$ cat config.mk
export PLATFORM = sky130hd
export DESIGN_NAME = montar_pin_flat
export DESIGN_NICKNAME = d
export VERILOG_FILES = /design/src/rtl/montar_pin_if.sv /design/src/rtl/montar_pin.sv /design/src/flat_wrapper.sv
export SDC_FILE = /design/constraint.sdc
export NUM_CORES = 1
export LEC_CHECK = 0
export ABC_AREA = 1
export BUFFER_PORTS_ARGS = -buffer_cell sky130_fd_sc_hd__buf_2
export CORE_MARGIN = 2
export CORE_UTILIZATION = 55
export DETAILED_ROUTE_END_ITERATION = 7
export MAX_ROUTING_LAYER = met4
export PLACE_DENSITY = 0.78
export SYNTH_ARGS = -nofsm -noshare
export SYNTH_HDL_FRONTEND = slang
export SYNTH_SLANG_ARGS = --single-unit
$ cat constraint.sdc
create_clock -name clk -period 2.4 [get_ports clk]
set_input_delay 0.12 -clock clk [delete_from_list [all_inputs] [get_ports clk]]
set_output_delay 0.12 -clock clk [all_outputs]
set_load 0.02 [all_outputs]
$ cat src/rtl/montar_pin_if.sv
// PIN packet type and the key/packet bus between the keypad front end and montar_pin.
// The packet is consumed downstream by the password-check stage.
package montar_pin_pkg;
    localparam logic [3:0] BLANK = 4'hA;

    typedef struct packed {
        logic [3:0] digit1;
        logic [3:0] digit2;
        logic [3:0] digit3;
        logic [3:0] digit4;
        logic       status;
    } pinPac_t;

    localparam pinPac_t BLANK_PAC = '{digit1: BLANK, digit2: BLANK, digit3: BLANK,
                                      digit4: BLANK, status: 1'b0};
endpackage

interface montar_pin_if;
    import montar_pin_pkg::*;

    logic       enable;
    logic [3:0] key_code;
    logic       key_valid;
    pinPac_t    pin_out;
    logic [2:0] digit_count;
    logic       timeout;

    modport master (output enable, key_code, key_valid,
                    input  pin_out, digit_count, timeout);
    modport slave  (input  enable, key_code, key_valid,
                    output pin_out, digit_count, timeout);
endinterface

$ cat src/rtl/montar_pin.sv
// Buffers up to four keypad digits and emits a one-cycle PIN packet on confirm.
// Entry is abandoned on clear, on enable dropping, or after TIMEOUT_CYCLES idle cycles.
module montar_pin
    import montar_pin_pkg::*;
#(
    parameter int TIMEOUT_CYCLES = 5000
) (
    input logic        clk,
    input logic        rst,
    montar_pin_if.slave bus
);

    localparam int CW = (TIMEOUT_CYCLES > 1) ? $clog2(TIMEOUT_CYCLES) : 1;
    localparam logic [CW-1:0] CNT_MAX = CW'(TIMEOUT_CYCLES - 1);

    typedef enum logic [1:0] {IDLE, ENTRY, SEND} state_t;

    state_t        state_q, state_d;
    pinPac_t       pin_q, pin_d;
    logic [2:0]    count_q, count_d;
    logic          timeout_q, timeout_d;
    logic [CW-1:0] cnt_q, cnt_d;

    logic is_digit, is_confirm, is_clear, expired;

    assign is_digit   = bus.key_valid && (bus.key_code <= 4'd9);
    assign is_confirm = bus.key_valid && (bus.key_code == 4'hB);
    assign is_clear   = bus.key_valid && (bus.key_code == 4'hC);
    assign expired    = (state_q == ENTRY) && !bus.key_valid && (cnt_q == CNT_MAX);

    always_ff @(posedge clk or negedge rst) begin
        if (!rst) state_q <= IDLE;
        else      state_q <= state_d;
    end

    always_comb begin
        state_d = state_q;
        case (state_q)
            SEND: state_d = IDLE;
            IDLE, ENTRY: begin
                if (!bus.enable)     state_d = IDLE;
                else if (is_confirm) state_d = SEND;
                else if (is_clear)   state_d = IDLE;
                else if (is_digit)   state_d = ENTRY;
                else if (expired)    state_d = IDLE;
            end
            default: state_d = IDLE;
        endcase
    end

    // Any move into IDLE blanks the buffer; only ENTRY accepts digits and runs the idle timer.
    always_comb begin
        pin_d        = pin_q;
        pin_d.status = 1'b0;
        count_d      = count_q;
        cnt_d        = cnt_q;
        timeout_d    = expired && bus.enable;
        case (state_d)
            IDLE: begin
                pin_d   = BLANK_PAC;
                count_d = 3'd0;
                cnt_d   = '0;
            end
            SEND: begin
                pin_d.status = 1'b1;
                cnt_d        = '0;
            end
            ENTRY: begin
                if (is_digit) begin
                    cnt_d = '0;
                    if (count_q < 3'd4) begin
                        case (count_q)
                            3'd0:    pin_d.digit1 = bus.key_code;
                            3'd1:    pin_d.digit2 = bus.key_code;
                            3'd2:    pin_d.digit3 = bus.key_code;
                            default: pin_d.digit4 = bus.key_code;
                        endcase
                        count_d = count_q + 3'd1;
                    end
                end else if (cnt_q != CNT_MAX) begin
                    cnt_d = cnt_q + 1'b1;
                end
            end
            default: ;
        endcase
    end

    always_ff @(posedge clk or negedge rst) begin
        if (!rst) begin
            pin_q     <= BLANK_PAC;
            count_q   <= 3'd0;
            timeout_q <= 1'b0;
            cnt_q     <= '0;
        end else begin
            pin_q     <= pin_d;
            count_q   <= count_d;
            timeout_q <= timeout_d;
            cnt_q     <= cnt_d;
        end
    end

    assign bus.pin_out     = pin_q;
    assign bus.digit_count = count_q;
    assign bus.timeout     = timeout_q;

endmodule

$ cat src/flat_wrapper.sv
// flat-port wrapper written by rule: the top's interface ports become plain ports
module montar_pin_flat import montar_pin_pkg::*;
#(
    parameter int TIMEOUT_CYCLES = 5000
)
  (clk, rst, bus_enable, bus_key_code, bus_key_valid, bus_pin_out, bus_digit_count, bus_timeout);
  montar_pin_if bus_i ();
  input logic clk;
  input logic rst;
  input wire logic [$bits(bus_i.enable)-1:0] bus_enable;
  input wire logic [$bits(bus_i.key_code)-1:0] bus_key_code;
  input wire logic [$bits(bus_i.key_valid)-1:0] bus_key_valid;
  output wire logic [$bits(bus_i.pin_out)-1:0] bus_pin_out;
  output wire logic [$bits(bus_i.digit_count)-1:0] bus_digit_count;
  output wire logic [$bits(bus_i.timeout)-1:0] bus_timeout;
  assign bus_i.enable = bus_enable;
  assign bus_i.key_code = bus_key_code;
  assign bus_i.key_valid = bus_key_valid;
  assign bus_pin_out = bus_i.pin_out;
  assign bus_digit_count = bus_i.digit_count;
  assign bus_timeout = bus_i.timeout;
  montar_pin #(.TIMEOUT_CYCLES(TIMEOUT_CYCLES)) u_core (.clk(clk), .rst(rst), .bus(bus_i));
endmodule
Yosys cells after proc, flatten, opt, wreduce, memory -nomap -nowiden:

Cells that the tools add are included.

* register bits: 36
* input port bits: 8
* output and inout port bits: 21
* word-level logic and storage cells: 70

* $add $sub $neg: 2
* $lt $le $gt $ge: 2
* equal/unequal tests: 16
* muxes and demuxes: 20
* reductions and logical operators: 21

Operators with widths (count)
* 16-bit 2-to-1 mux: 2
* 16-bit one-hot mux with 2 select lines: 1
* 13-bit 2-to-1 mux: 2
* 13-bit one-hot mux with 2 select lines: 1
* 4-bit 2-to-1 mux: 4
* 4-bit AND reduction: 4
* 13-bit by 1-bit adder with 13-bit output (second input constant): 1
* 13-bit equality test (second input constant): 1
* 13-bit inequality test (second input constant): 1
* 2-bit 2-to-1 mux: 6
* 4-bit equality test (second input constant): 2
* 2-bit inequality test (second input constant): 4
* 1-bit logical AND: 6
* 3-bit 2-to-1 mux: 2
* 3-bit one-hot mux with 2 select lines: 1
* 2-bit by 1-bit equality test with 1-bit output (second input constant): 2
* 4-bit <= comparator (second input constant): 1
* 2-bit logical NOT: 2
* 2-bit by 1-bit inequality test with 1-bit output (second input constant): 2
* 2-bit nonzero test: 2
* 2-bit OR reduction: 2
* 3-bit by 1-bit adder with 3-bit output (second input constant): 1
* 3-bit by 1-bit equality test with 1-bit output (second input constant): 1
* 3-bit by 2-bit equality test with 1-bit output (second input constant): 1
* 9 further kinds: 9

Depth between registers and ports, before layout:

* depth after elaboration: 13
* mapped depth: 14

Worst setup path before layout:

No wires, ideal clock.

* path kind: reg2reg
* start point: reg u_core.cnt_q[0]
* end point: reg u_core.pin_q, in the netlist u_core.bus.pin_out[7]
* setup time: 0.118 ns
* arrival time: 1.476 ns
* required time: 2.282 ns
* setup slack: 0.806 ns
* stages on the path, launching flop included: 15
* path buffers: 2
* path through: dfrtp_1 > ha_1 > nand2_1 > inv_2 > nand2_2 > nor2_4 > nand3_2 > nand2_2 > nand2_2 > buf_6 > nand3_4 > nand2_4 > buf_6 > nand3_1 > nand2_1

* cells in the longest elaborated chain, start to end: 11
* elaborated cells between the ends (all ways): 16
* those cells by class: eq/ne (5); mux (7); reduce/logical (4)

RTL lines
* from (decl): line montar_pin.sv:22 `logic [CW-1:0] cnt_q, cnt_d;`
* from (signal assigned): line montar_pin.sv:98 `cnt_q <= cnt_d;`
* 13-bit equality test (*): line montar_pin.sv:29 `assign expired = (state_q == ENTRY) && !bus.key_valid && (cnt_q == CNT_MAX);`
* 1-bit logical AND (*): line montar_pin.sv:29
* 2-bit 2-to-1 mux (*): line montar_pin.sv:45 `else if (expired) state_d = IDLE;`
* 2-bit 2-to-1 mux (*): line montar_pin.sv:44 `else if (is_digit) state_d = ENTRY;`
* 2-bit 2-to-1 mux (*): line montar_pin.sv:43 `else if (is_clear) state_d = IDLE;`
* 2-bit 2-to-1 mux (*): line montar_pin.sv:42 `else if (is_confirm) state_d = SEND;`
* 2-bit 2-to-1 mux (*): line montar_pin.sv:41 `if (!bus.enable) state_d = IDLE;`
* 2-bit 2-to-1 mux (*): line montar_pin.sv:38 `case (state_q)`
* 2-bit by 1-bit equality test with 1-bit output / 2-bit logical NOT (equally long branches): line montar_pin.sv:58 `case (state_d)`
* 2-bit inequality test (no line), or another cell as far along
* 4-bit AND reduction (no line)
* to (signal assigned): line montar_pin.sv:95 `pin_q <= pin_d;`
* to (decl): line montar_pin.sv:19 `pinPac_t pin_q, pin_d;`

Mark *: on every way between the ends. The rest lies on a longest branch, timed or not.
A chain may end at the register's enable or synchronous reset.

Worst setup path after layout:

* start point: reg u_core.cnt_q[0]
* end point: reg u_core.cnt_q[9]

* cells in the longest elaborated chain, start to end: 12
* elaborated cells between the ends (all ways): 20
* those cells by class: add/sub (1); eq/ne (5); mux (9); reduce/logical (5)

RTL lines
* 13-bit equality test (*): line montar_pin.sv:29
* 1-bit logical AND (*): line montar_pin.sv:29
* 2-bit 2-to-1 mux (*): line montar_pin.sv:45
* 2-bit 2-to-1 mux (*): line montar_pin.sv:44
* 2-bit 2-to-1 mux (*): line montar_pin.sv:43
* 2-bit 2-to-1 mux (*): line montar_pin.sv:42
* 2-bit 2-to-1 mux (*): line montar_pin.sv:41
* 2-bit 2-to-1 mux (*): line montar_pin.sv:38
* via u_core.state_d[0]: line montar_pin.sv:18 `state_t state_q, state_d;`
* 2-bit equality test / 2-bit logical NOT (equally long branches): line montar_pin.sv:58
* 2-bit OR reduction (no line)
* 2-bit nonzero test (no line)
* 2-bit AND reduction (no line)

Mark *: on every way through the listed nets, which the timed path passes. The rest lies on a longest branch. The select of a mux whose other input is x is not followed.

==> run metrics <==
Post-Route WL around 3.5 mm; DRC viols 0; post-layout util 64.34%; Mapped Nets between 200 and 250; register area share after synthesis a little under half; Mapped Area 1901 sq um; Die Area 3942 sq um; number of max-cap violations 0; Via Count 1516; worst setup margin between 0.2 and 0.3 ns; Compound-Gate Fraction of Synth Area 3.950%; fin crit period around 2.1 ns; maximum VDD drop around 0.25 mV; Syn Inst Count roughly 220; worst hold path type in2reg; worst-path fanout max 11; Cell variety after synth 30; type of the worst setup path reg2reg; pre-CTS setup slack 0.3187 ns; Sw Share about 31%; clock buffer depth 2; number of hold violations in the final report 0; IO Pins 29; XOR/XNOR Fraction of Synth Area 3.687%; area grow syn2layout 12.97%; IO buf count 28; Rel. slew slack 48.79%; Worst EP arrival 2.39 ns; largest net degree at the start of global routing 37; commonest non-fill, non-tap cell in the layout nand2_1; register share of total power 54.0%; vias in the first global route 1343; Syn. warnings 0; RSZ-0062 raised after global routing no; routed wire length per instance 11.53 um; die height 62.79 um; Sink Count 36; total grt overflow 0; DP Area between 2000 and 2500 sq um; Skew-Pair Late Insertion Delay roughly 0.35 ns; DP HPWL approximately 2.5 mm; Pwr Total 1.274 mW; fraction of the mapped netlist area in simple logic gates around a third; share of cells above drive strength 1 24.81%; syn avg cell area 8.523 sq um; fin crit share slightly below 90%; setup TNS 0 ns; clock group share of total power between 20% and 30%; Tightest Pin Transition 0.7681 ns; Root Driver clkbuf_4; post-synthesis mux area share 0%; commonest cells after routing, fill and taps aside nand2_1, nand3_1, buf_2, dfrtp_1, nor2_1; Tot GR Track Use between 20% and 30%; H-tree levels 2; Core Area 3337 sq um; LEAKAGE approximately 1.1 nW; switching pwr around 400 uW; outcome finished, final reports clean; largest family of logic cells by synthesized area simple AND/OR/NAND/NOR gates; 1st-pass router iterations 4; post-route design area between 2000 and 2500 sq um; Setup crit start kind flip-flop; Power Dens Cells slightly below 600 nW/um^2; clock slew at reported path FFs 0.10 ns; CTS tree yes; fin. max-slew vios 0; number of fill cells in the layout 294; Clock Skew just under 0.009 ns; #FFs+latches synth 36; Layout Nets 270; Combinational Power Share about 20%; Cell Rows 21; Starting Density 56.96%; die width 62.79 um; Synth Area in Adders 3.292%; initial antenna violation count 0; Worst Path Required 2.69 ns; Vias/cell 4.987; P_int 885.3 uW; antenna-violating nets left 0; CP Capture Type flip-flop; Max Freq 474.4 MHz; GP Congestion 0.8350; Setup violations, final 0; starting DRC count in detailed routing 97; Ant. Diodes 0; CTS buffer count 5; CTS resizes 0; first-pass GRT wire length around 6 mm
==> cell type report <==
class	instances	area (sq um)	share of cell area [%]
Inverter	23	86.33	4.021
Sequential cell	36	910.9	42.42
Clock buffer	8	58.81	2.739
Multi-Input combinational cell	160	865.8	40.33
Timing Repair Buffer	31	167.7	7.809
Tap cell	46	57.56	2.681
==> cell families after synthesis <==
logic type / count (synthesis)
adder cells (fa/ha/maj): 5
AO/OA/AOI/OAI: 13
XOR/XNOR: 8
AND/OR/NAND/NOR: 134
flip-flops: 36
buffers and inverters: 27
==> synthesized netlist by cell type <==
library cell / count / area, sq um
nor3b_2: 1 / 12.51
nor2_4: 1 / 11.26
dfrtp_1: 28 / 700.7
inv_1: 19 / 71.32
o211ai_1: 4 / 30.03
nor4_1: 1 / 6.260
buf_4: 2 / 15.01
nor3_1: 1 / 5.000
xnor2_1: 1 / 8.760
nand3_1: 29 / 145.1
clkinv_1: 1 / 3.750
nor3_2: 1 / 10.01
nor3_4: 1 / 16.27
nand3_2: 2 / 20.02
nor2_2: 1 / 6.260
nand2_4: 1 / 11.26
nand3b_2: 1 / 11.26
nand2_1: 61 / 229.0
nor2_1: 22 / 82.58
a21oi_1: 2 / 10.01
nand4_1: 2 / 12.51
buf_6: 2 / 22.52
nand3_4: 2 / 35.03
dfstp_2: 8 / 210.2
xor2_1: 7 / 61.31
o21ai_1: 5 / 25.02
ha_1: 5 / 62.56
nand2_2: 7 / 43.79
inv_2: 3 / 11.26
o21ai_0: 2 / 10.01
==> critical path: stages, from the launching register on <==
cell     delay, ns
dfrtp_1       0.42
ha_1          0.22
nand2_1       0.07
inv_2         0.05
nand2_2       0.07
nor2_4        0.04
nand3_2       0.06
nand2_2       0.05
nand2_2       0.21
nand2_2       0.14
inv_2         0.13
nand2_1       0.26
inv_1         0.19
nand2_1       0.06
nor2_1        0.08
==> sequential cells by signal (all words and copies together), names as in the netlist <==
name / count
u_core.cnt_q: 13
u_core.bus.pin_out: 17
u_core.bus.timeout: 1
u_core.state_q: 2
u_core.bus.digit_count: 3
==> metrics by stage <==
stage / instances / hold slack (ns)
3_5_place_dp: 294 / 0.2401
2_1_floorplan: 223 / -0.1756
5_1_grt: 304 / 0.1185
6_report: 304 / 0.1041
3_3_place_gp: 294 / 0.2296
4_1_cts: 304 / 0.08150
==> what timing repair did <==
item,CTS,global route
hold endpoints to repair,29,0
hold buffers,2,0
setup buffers,0,0
==> power groups by stage <==
stage,Clock (mW),Combinational [mW],Sequential (mW)
finish,0.338,0.248,0.688
global route,0.375,0.275,0.693
CTS,0.348,0.250,0.688
detailed placement,0,0.246,0.699
global placement,0,0.245,0.696
floorplan,0,0.125,0.748
==> path summary, 6_finish.rpt <==
path / from / end / slack [ns] / depth (start not counted)
max: u_core.cnt_q[0]$_DFFE_PN0P_ / u_core.cnt_q[9]$_DFFE_PN0P_ / 0.29 / 14
min: bus_key_valid / u_core.bus.timeout$_DFF_PN0_ / 0.10 / 4
max reg2reg: u_core.cnt_q[0]$_DFFE_PN0P_ / u_core.cnt_q[9]$_DFFE_PN0P_ / 0.29 / 14
min reg2reg: u_core.bus.pin_out[8]$_DFFE_PN1P_ / u_core.bus.pin_out[8]$_DFFE_PN1P_ / 0.47 / 2
max in group asynchronous: rst / u_core.bus.pin_out[13]$_DFFE_PN0P_ / 1.54 / 2
min in group asynchronous: rst / u_core.cnt_q[8]$_DFFE_PN0P_ / 0.37 / 2
==> metal layers <==
metal  vias to the layer above  part of all wire (%)  track usage (%)
li1                        784                     -                -
met1                       690                    52            28.59
met2                        35                    41            28.63
met3                         7                   4.3            4.865
met4                         0                   2.1            9.167
met5                         -                     0                -
No activity file was read; power rests on OpenSTA's default activity.
